`config.mk`:
```
export PLATFORM = sky130hd
export DESIGN_NAME = wr_control
export DESIGN_NICKNAME = d
export VERILOG_FILES = /design/src/rtl/wr_control.sv
export SDC_FILE = /design/constraint.sdc
export NUM_CORES = 1
export LEC_CHECK = 0
export ABC_CLOCK_PERIOD_IN_PS = 9100
export BUFFER_PORTS_ARGS = -buffer_cell sky130_fd_sc_hd__clkbuf_2
export CAP_MARGIN = 20
export CORE_MARGIN = 4
export CORE_UTILIZATION = 53
export DETAILED_ROUTE_END_ITERATION = 10
export MAX_ROUTING_LAYER = met4
export PLACE_DENSITY_LB_ADDON = 0.25
export SLEW_MARGIN = 10
export SYNTH_ARGS = -nofsm -noshare
export SYNTH_HDL_FRONTEND = slang
export SYNTH_SLANG_ARGS = --single-unit
```
`constraint.sdc`:
```
create_clock -name clk -period 9.1 [get_ports clk]
set_clock_uncertainty 0.2 [all_clocks]
set_input_delay 2.73 -clock clk [delete_from_list [all_inputs] [get_ports clk]]
set_output_delay 2.73 -clock clk [all_outputs]
set_load 0.005 [all_outputs]
```
`src/rtl/wr_control.sv`:
```
// wr_control: skewed per-column write enables and row addresses for de-skewing systolic array outputs
module wr_control #(
  parameter int width_height = 16,
  localparam int data_width = width_height*8,
  localparam int count_width = $clog2(2*width_height)
) (
  input  logic                    clk,
  input  logic                    reset,
  input  logic                    active,
  input  logic [7:0]              base_addr,
  output logic [width_height-1:0] wr_en,
  output logic [data_width-1:0]   wr_addr,
  output logic                    busy,
  output logic                    done
);
  typedef enum logic [1:0] {IDLE, WRITE, DONE} state_t;
  localparam logic [count_width-1:0] last = count_width'(2*width_height-2);
  state_t                  state_q, state_d;
  logic [count_width-1:0]  count_q, count_d;
  logic [7:0]              base_q, base_d;
  logic                    active_q;
  logic                    start, wr_d, done_d, busy_d;
  logic [width_height-1:0] wr_en_d;
  logic [data_width-1:0]   wr_addr_d;
  assign start = active & ~active_q;
  always_comb begin
    state_d = state_q;
    count_d = count_q;
    base_d  = base_q;
    wr_d    = 1'b0;
    done_d  = 1'b0;
    unique case (state_q)
      IDLE: if (start) begin
        state_d = WRITE;
        count_d = '0;
        base_d  = base_addr;
        wr_d    = 1'b1;
      end
      WRITE: if (count_q == last) begin
        state_d = DONE;
        done_d  = 1'b1;
      end else begin
        count_d = count_q + 1'b1;
        wr_d    = 1'b1;
      end
      default: state_d = IDLE;
    endcase
    busy_d = state_d != IDLE;
    wr_en_d = '0;
    wr_addr_d = '0;
    // column i sees row k-i of the skewed output while that row is inside the array
    for (int i = 0; i < width_height; i++) begin
      wr_en_d[i] = wr_d && 32'(count_d) >= 32'(i) && 32'(count_d) <= 32'(i + width_height - 1);
      wr_addr_d[8*i +: 8] = wr_en_d[i] ? base_d + 8'(32'(count_d) - 32'(i)) : 8'h00;
    end
  end
  always_ff @(posedge clk or posedge reset) begin
    if (reset) begin
      state_q  <= IDLE;
      count_q  <= '0;
      base_q   <= '0;
      active_q <= 1'b0;
      wr_en    <= '0;
      wr_addr  <= '0;
      busy     <= 1'b0;
      done     <= 1'b0;
    end else begin
      state_q  <= state_d;
      count_q  <= count_d;
      base_q   <= base_d;
      active_q <= active;
      wr_en    <= wr_en_d;
      wr_addr  <= wr_addr_d;
      busy     <= busy_d;
      done     <= done_d;
    end
  end
endmodule

```
==> metrics.txt <==
# TYPE chip_impl_metric gauge
chip_impl_info{name="outcome",value="completed"} 1
chip_impl_metric{name="routed_wl",unit="um"} 26520
chip_impl_metric{name="cts_hold_repair.buffers",unit=""} 0
chip_impl_metric{name="clkLatencyLatePin",unit="ns"} 0.44
chip_impl_metric{name="post_synth_xor_area_fraction",unit=""} 0.08736
chip_impl_metric{name="max_freq",unit="MHz"} 155.1
chip_impl_info{name="worstSetupPathType",value="in -> reg"} 1
chip_impl_metric{name="worst_path_largest_cell_delay",unit="ns"} 0.57
chip_impl_metric{name="min_period",unit="ns"} 6.446
chip_impl_metric{name="timing.critical_path.required",unit="ns"} 9.27
chip_impl_metric{name="yosysWarningCount",unit=""} 0
chip_impl_metric{name="grt_remaining_overflow",unit=""} 0
chip_impl_info{name="path_delay_family",value="simple AND/OR/NAND/NOR gates"} 1
chip_impl_metric{name="maxSlewViolCount",unit=""} 0
chip_impl_metric{name="fin_ws",unit="ns"} 2.654
chip_impl_metric{name="post-cts-setup-buffer-count",unit=""} 0
chip_impl_info{name="crit_path_cell_trace",value="clkbuf_2, or4b_4, and3_4, nor2_4, inv_2, ha_1, a21oi_1, xnor2_1, ha_1, and3_1, a2111o_1, a21o_1, a21oi_1, xnor3_1, nor2_2"} 1
chip_impl_metric{name="synth-async-reset-ratio",unit=""} 1.000
chip_impl_info{name="holdCritPathClass",value="reg -> reg"} 1
chip_impl_metric{name="number_of_rows_in_the_core_area",unit=""} 49
chip_impl_metric{name="count_of_pins_on_the_block_boundary",unit=""} 157
chip_impl_info{name="tritoncts",value="yes"} 1
chip_impl_metric{name="fill_cell_count",unit=""} 1509
chip_impl_info{name="grt_setup_unrepaired",value="no"} 1
chip_impl_info{name="netlist_top_cells_count",value="dfrtp_1, nor2_1, ha_1"} 1
chip_impl_metric{name="die_width",unit="um"} 143.8
chip_impl_info{name="synth.most_common_cell",value="dfrtp_1"} 1
chip_impl_metric{name="synth_enable_flop_cells",unit=""} 0
chip_impl_metric{name="worst_slew_margin_rel",unit=""} 0.3717
chip_impl_info{name="postSynth.topFlopCell",value="dfrtp_1"} 1
chip_impl_metric{name="maximum_count_of_clock_buffers_along_a_single_path",unit=""} 2
chip_impl_metric{name="worst_margin_slew",unit="ns"} 0.9380
chip_impl_metric{name="cts.htree.levels",unit=""} 4
chip_impl_metric{name="antennaDiodeCount",unit=""} 0
chip_impl_metric{name="vias_in_the_first_global_route",unit=""} 7888
chip_impl_info{name="cp-start-kind",value="input port"} 1
chip_impl_info{name="top_cells_by_area_synth",value="dfrtp_1, ha_1, nor2_1, xnor2_1, xor2_1"} 1
chip_impl_metric{name="synth_top_area_share",unit=""} 0.4150
chip_impl_metric{name="grt_usage",unit=""} 0.2732
chip_impl_metric{name="synth-seq-cells",unit=""} 162
chip_impl_info{name="standard_cell_with_the_maximum_stage_delay_on_the_critical_path",value="or4b_4"} 1
chip_impl_metric{name="route.detailed.vias_per_inst",unit=""} 5.602
chip_impl_metric{name="ant_nets",unit=""} 0
chip_impl_info{name="yosysTopAreaCell",value="dfrtp_1"} 1
chip_impl_metric{name="drc",unit=""} 0
chip_impl_metric{name="pre_cts_slack",unit="ns"} 2.251
chip_impl_metric{name="nNetsFinal",unit=""} 1282
chip_impl_metric{name="setup_tns",unit="ns"} 0
chip_impl_metric{name="gp_routability_congestion",unit=""} 1.010
chip_impl_metric{name="post_synthesis_net_count",unit=""} 1126
chip_impl_metric{name="drv.max_cap_violation_count",unit=""} 0
chip_impl_metric{name="path_clk_slew",unit="ns"} 0.07
chip_impl_metric{name="floorplan.core_area",unit="um2"} 18020
chip_impl_info{name="cts.root.buffer_cell",value="clkbuf_16"} 1
chip_impl_metric{name="total_number_of_vias",unit=""} 7860
chip_impl_metric{name="critPathMaxFanout",unit=""} 12
chip_impl_metric{name="post-dp-hpwl",unit="um"} 18950
chip_impl_info{name="main_combinational_cell_family_by_area_after_synthesis",value="simple AND/OR/NAND/NOR gates"} 1
chip_impl_metric{name="postPlaceCellArea",unit="um2"} 10770
chip_impl_metric{name="chipHeight",unit="um"} 143.8
chip_impl_metric{name="post_synth_fa_ha_maj_area_fraction",unit=""} 0.1414
chip_impl_metric{name="crit_arrival",unit="ns"} 6.62
chip_impl_metric{name="final_area",unit="um2"} 11330
chip_impl_metric{name="detail_route.first_pass.iterations",unit=""} 5
chip_impl_metric{name="post_cts_resized",unit=""} 0
chip_impl_metric{name="post_synthesis_cells",unit=""} 1007
chip_impl_metric{name="yosys.area_share.simple",unit=""} 0.1611
chip_impl_metric{name="post-route-period-util",unit=""} 0.7084
chip_impl_metric{name="synth_seq_area_share",unit=""} 0.4150
chip_impl_metric{name="setup_viol",unit=""} 0
chip_impl_info{name="critPathCaptureType",value="register"} 1
chip_impl_metric{name="avg_cell_area_syn",unit="um2"} 9.700
chip_impl_metric{name="cts-buffers-inserted",unit=""} 17
chip_impl_metric{name="drive_above_1_share",unit=""} 0.1934
chip_impl_metric{name="synth-compound-area-share",unit=""} 0.1442
chip_impl_metric{name="synth.mux.area_fraction",unit=""} 0.006276
chip_impl_metric{name="area_growth",unit="%"} 15.97
chip_impl_metric{name="initial_core_utilization",unit=""} 0.5419
chip_impl_metric{name="maximum_number_of_pins_on_one_net_before_global_route_repair",unit=""} 98
chip_impl_metric{name="fp.dieArea",unit="um2"} 20670
chip_impl_metric{name="port_buffers",unit=""} 156
chip_impl_metric{name="wl_per_cell",unit="um"} 18.90
chip_impl_metric{name="drt-initial-drc-count",unit=""} 474
chip_impl_metric{name="final-hold-violation-count",unit=""} 0
chip_impl_metric{name="syn-cell-area",unit="um2"} 9768
chip_impl_metric{name="synth.lib_cells_used.distinct",unit=""} 76
chip_impl_metric{name="crit_buf_inv",unit=""} 2
chip_impl_metric{name="clock-sinks",unit=""} 162
chip_impl_metric{name="grt_antenna_before_repair",unit=""} 0
chip_impl_metric{name="wire_length_of_the_first_global_routing_pass",unit="um"} 42080
==> state kept, by name, indices dropped and copies added, names as in the netlist <==
name      count
wr_addr     128
wr_en        16
base_q        8
count_q       5
state_q       2
active_q      1
busy          1
done          1
==> cells by family (layout without fill, tap and decap cells) <==
group / after synthesis / count (layout)
compound gates: 206 / 206
flops: 162 / 162
buf+inv: 105 / 272
xor+xnor: 88 / 88
simple gates: 332 / 332
fa+ha+maj: 108 / 108
mux: 6 / 6
==> layout by cell type, fill, tap and decap left out, drive strengths merged, types with 5 or more instances in the layout <==
cell | Yosys | final
o21a | 15 | 15
inv | 75 | 79
a21o | 14 | 14
nor3b | 8 | 8
o21ai | 39 | 39
xor2 | 37 | 37
nand2 | 62 | 62
clkinv | 1 | 6
xnor3 | 6 | 6
dfrtp | 162 | 162
a21oi | 57 | 57
and2 | 6 | 6
mux2i | 5 | 5
clkbuf | 17 | 174
nand2b | 8 | 8
o41ai | 10 | 10
nor2b | 8 | 8
nor3 | 40 | 40
nor2 | 158 | 158
o21bai | 11 | 11
nand3 | 15 | 15
a21boi | 7 | 7
xnor2 | 45 | 45
buf | 12 | 10
a31oi | 8 | 8
a211o | 5 | 5
ha | 104 | 104
o211ai | 8 | 8
and3 | 5 | 5
==> tightest hold or removal path: cells and delay by family, from the launching register on <==
| family | cells | cell delay (ns) |
|---|---|---|
| DFF | 1 | 0.34 |
| and+or+nand+nor | 2 | 0.22 |
==> layout make-up <==
class,count,area [um2],share of cell area
Tap cell,229,286.5,0.02529
Sequential cell,162,4054,0.3579
Clock buffer,18,429.2,0.03788
Inverter,76,292.8,0.02584
Multi-Input combinational cell,740,5279,0.4660
Timing Repair Buffer,166,855.8,0.07555
Clock inverter,12,131.4,0.01160
==> through the flow <==
step | instances | util | hold slack (ns)
4_1_cts | 1403 | 0.6285 | 0.3966
6_report | 1403 | 0.6285 | 0.4317
5_1_grt | 1403 | 0.6285 | 0.4553
3_3_place_gp | 1373 | 0.5974 | 0.3821
2_1_floorplan | 1007 | - | 0.2670
3_5_place_dp | 1373 | 0.5974 | 0.3686
==> final timing paths <==
path                                  from            to  slack [ns]  cells after the start
worst max register to register  count_q[0]   wr_addr[31]        4.12                     17
worst max-delay path                active  wr_addr[111]        2.65                     15
worst min-delay path             base_q[0]     base_q[0]        0.43                      2
max in group asynchronous            reset  wr_addr[122]        5.18                      3
min in group asynchronous            reset   wr_addr[84]        2.23                      2
worst min register to register   base_q[0]     base_q[0]        0.43                      2
==> routing by layer <==
layer	share of wire	track usage	wire length, um
met5	0	-	0
met4	0.025	0.1001	675
met3	0.049	0.04260	1290
met2	0.48	0.4351	12740
met1	0.45	0.3556	11820
Power is not shown: default switching activity piles up to over one toggle a cycle in this logic, so the estimate is an artifact.
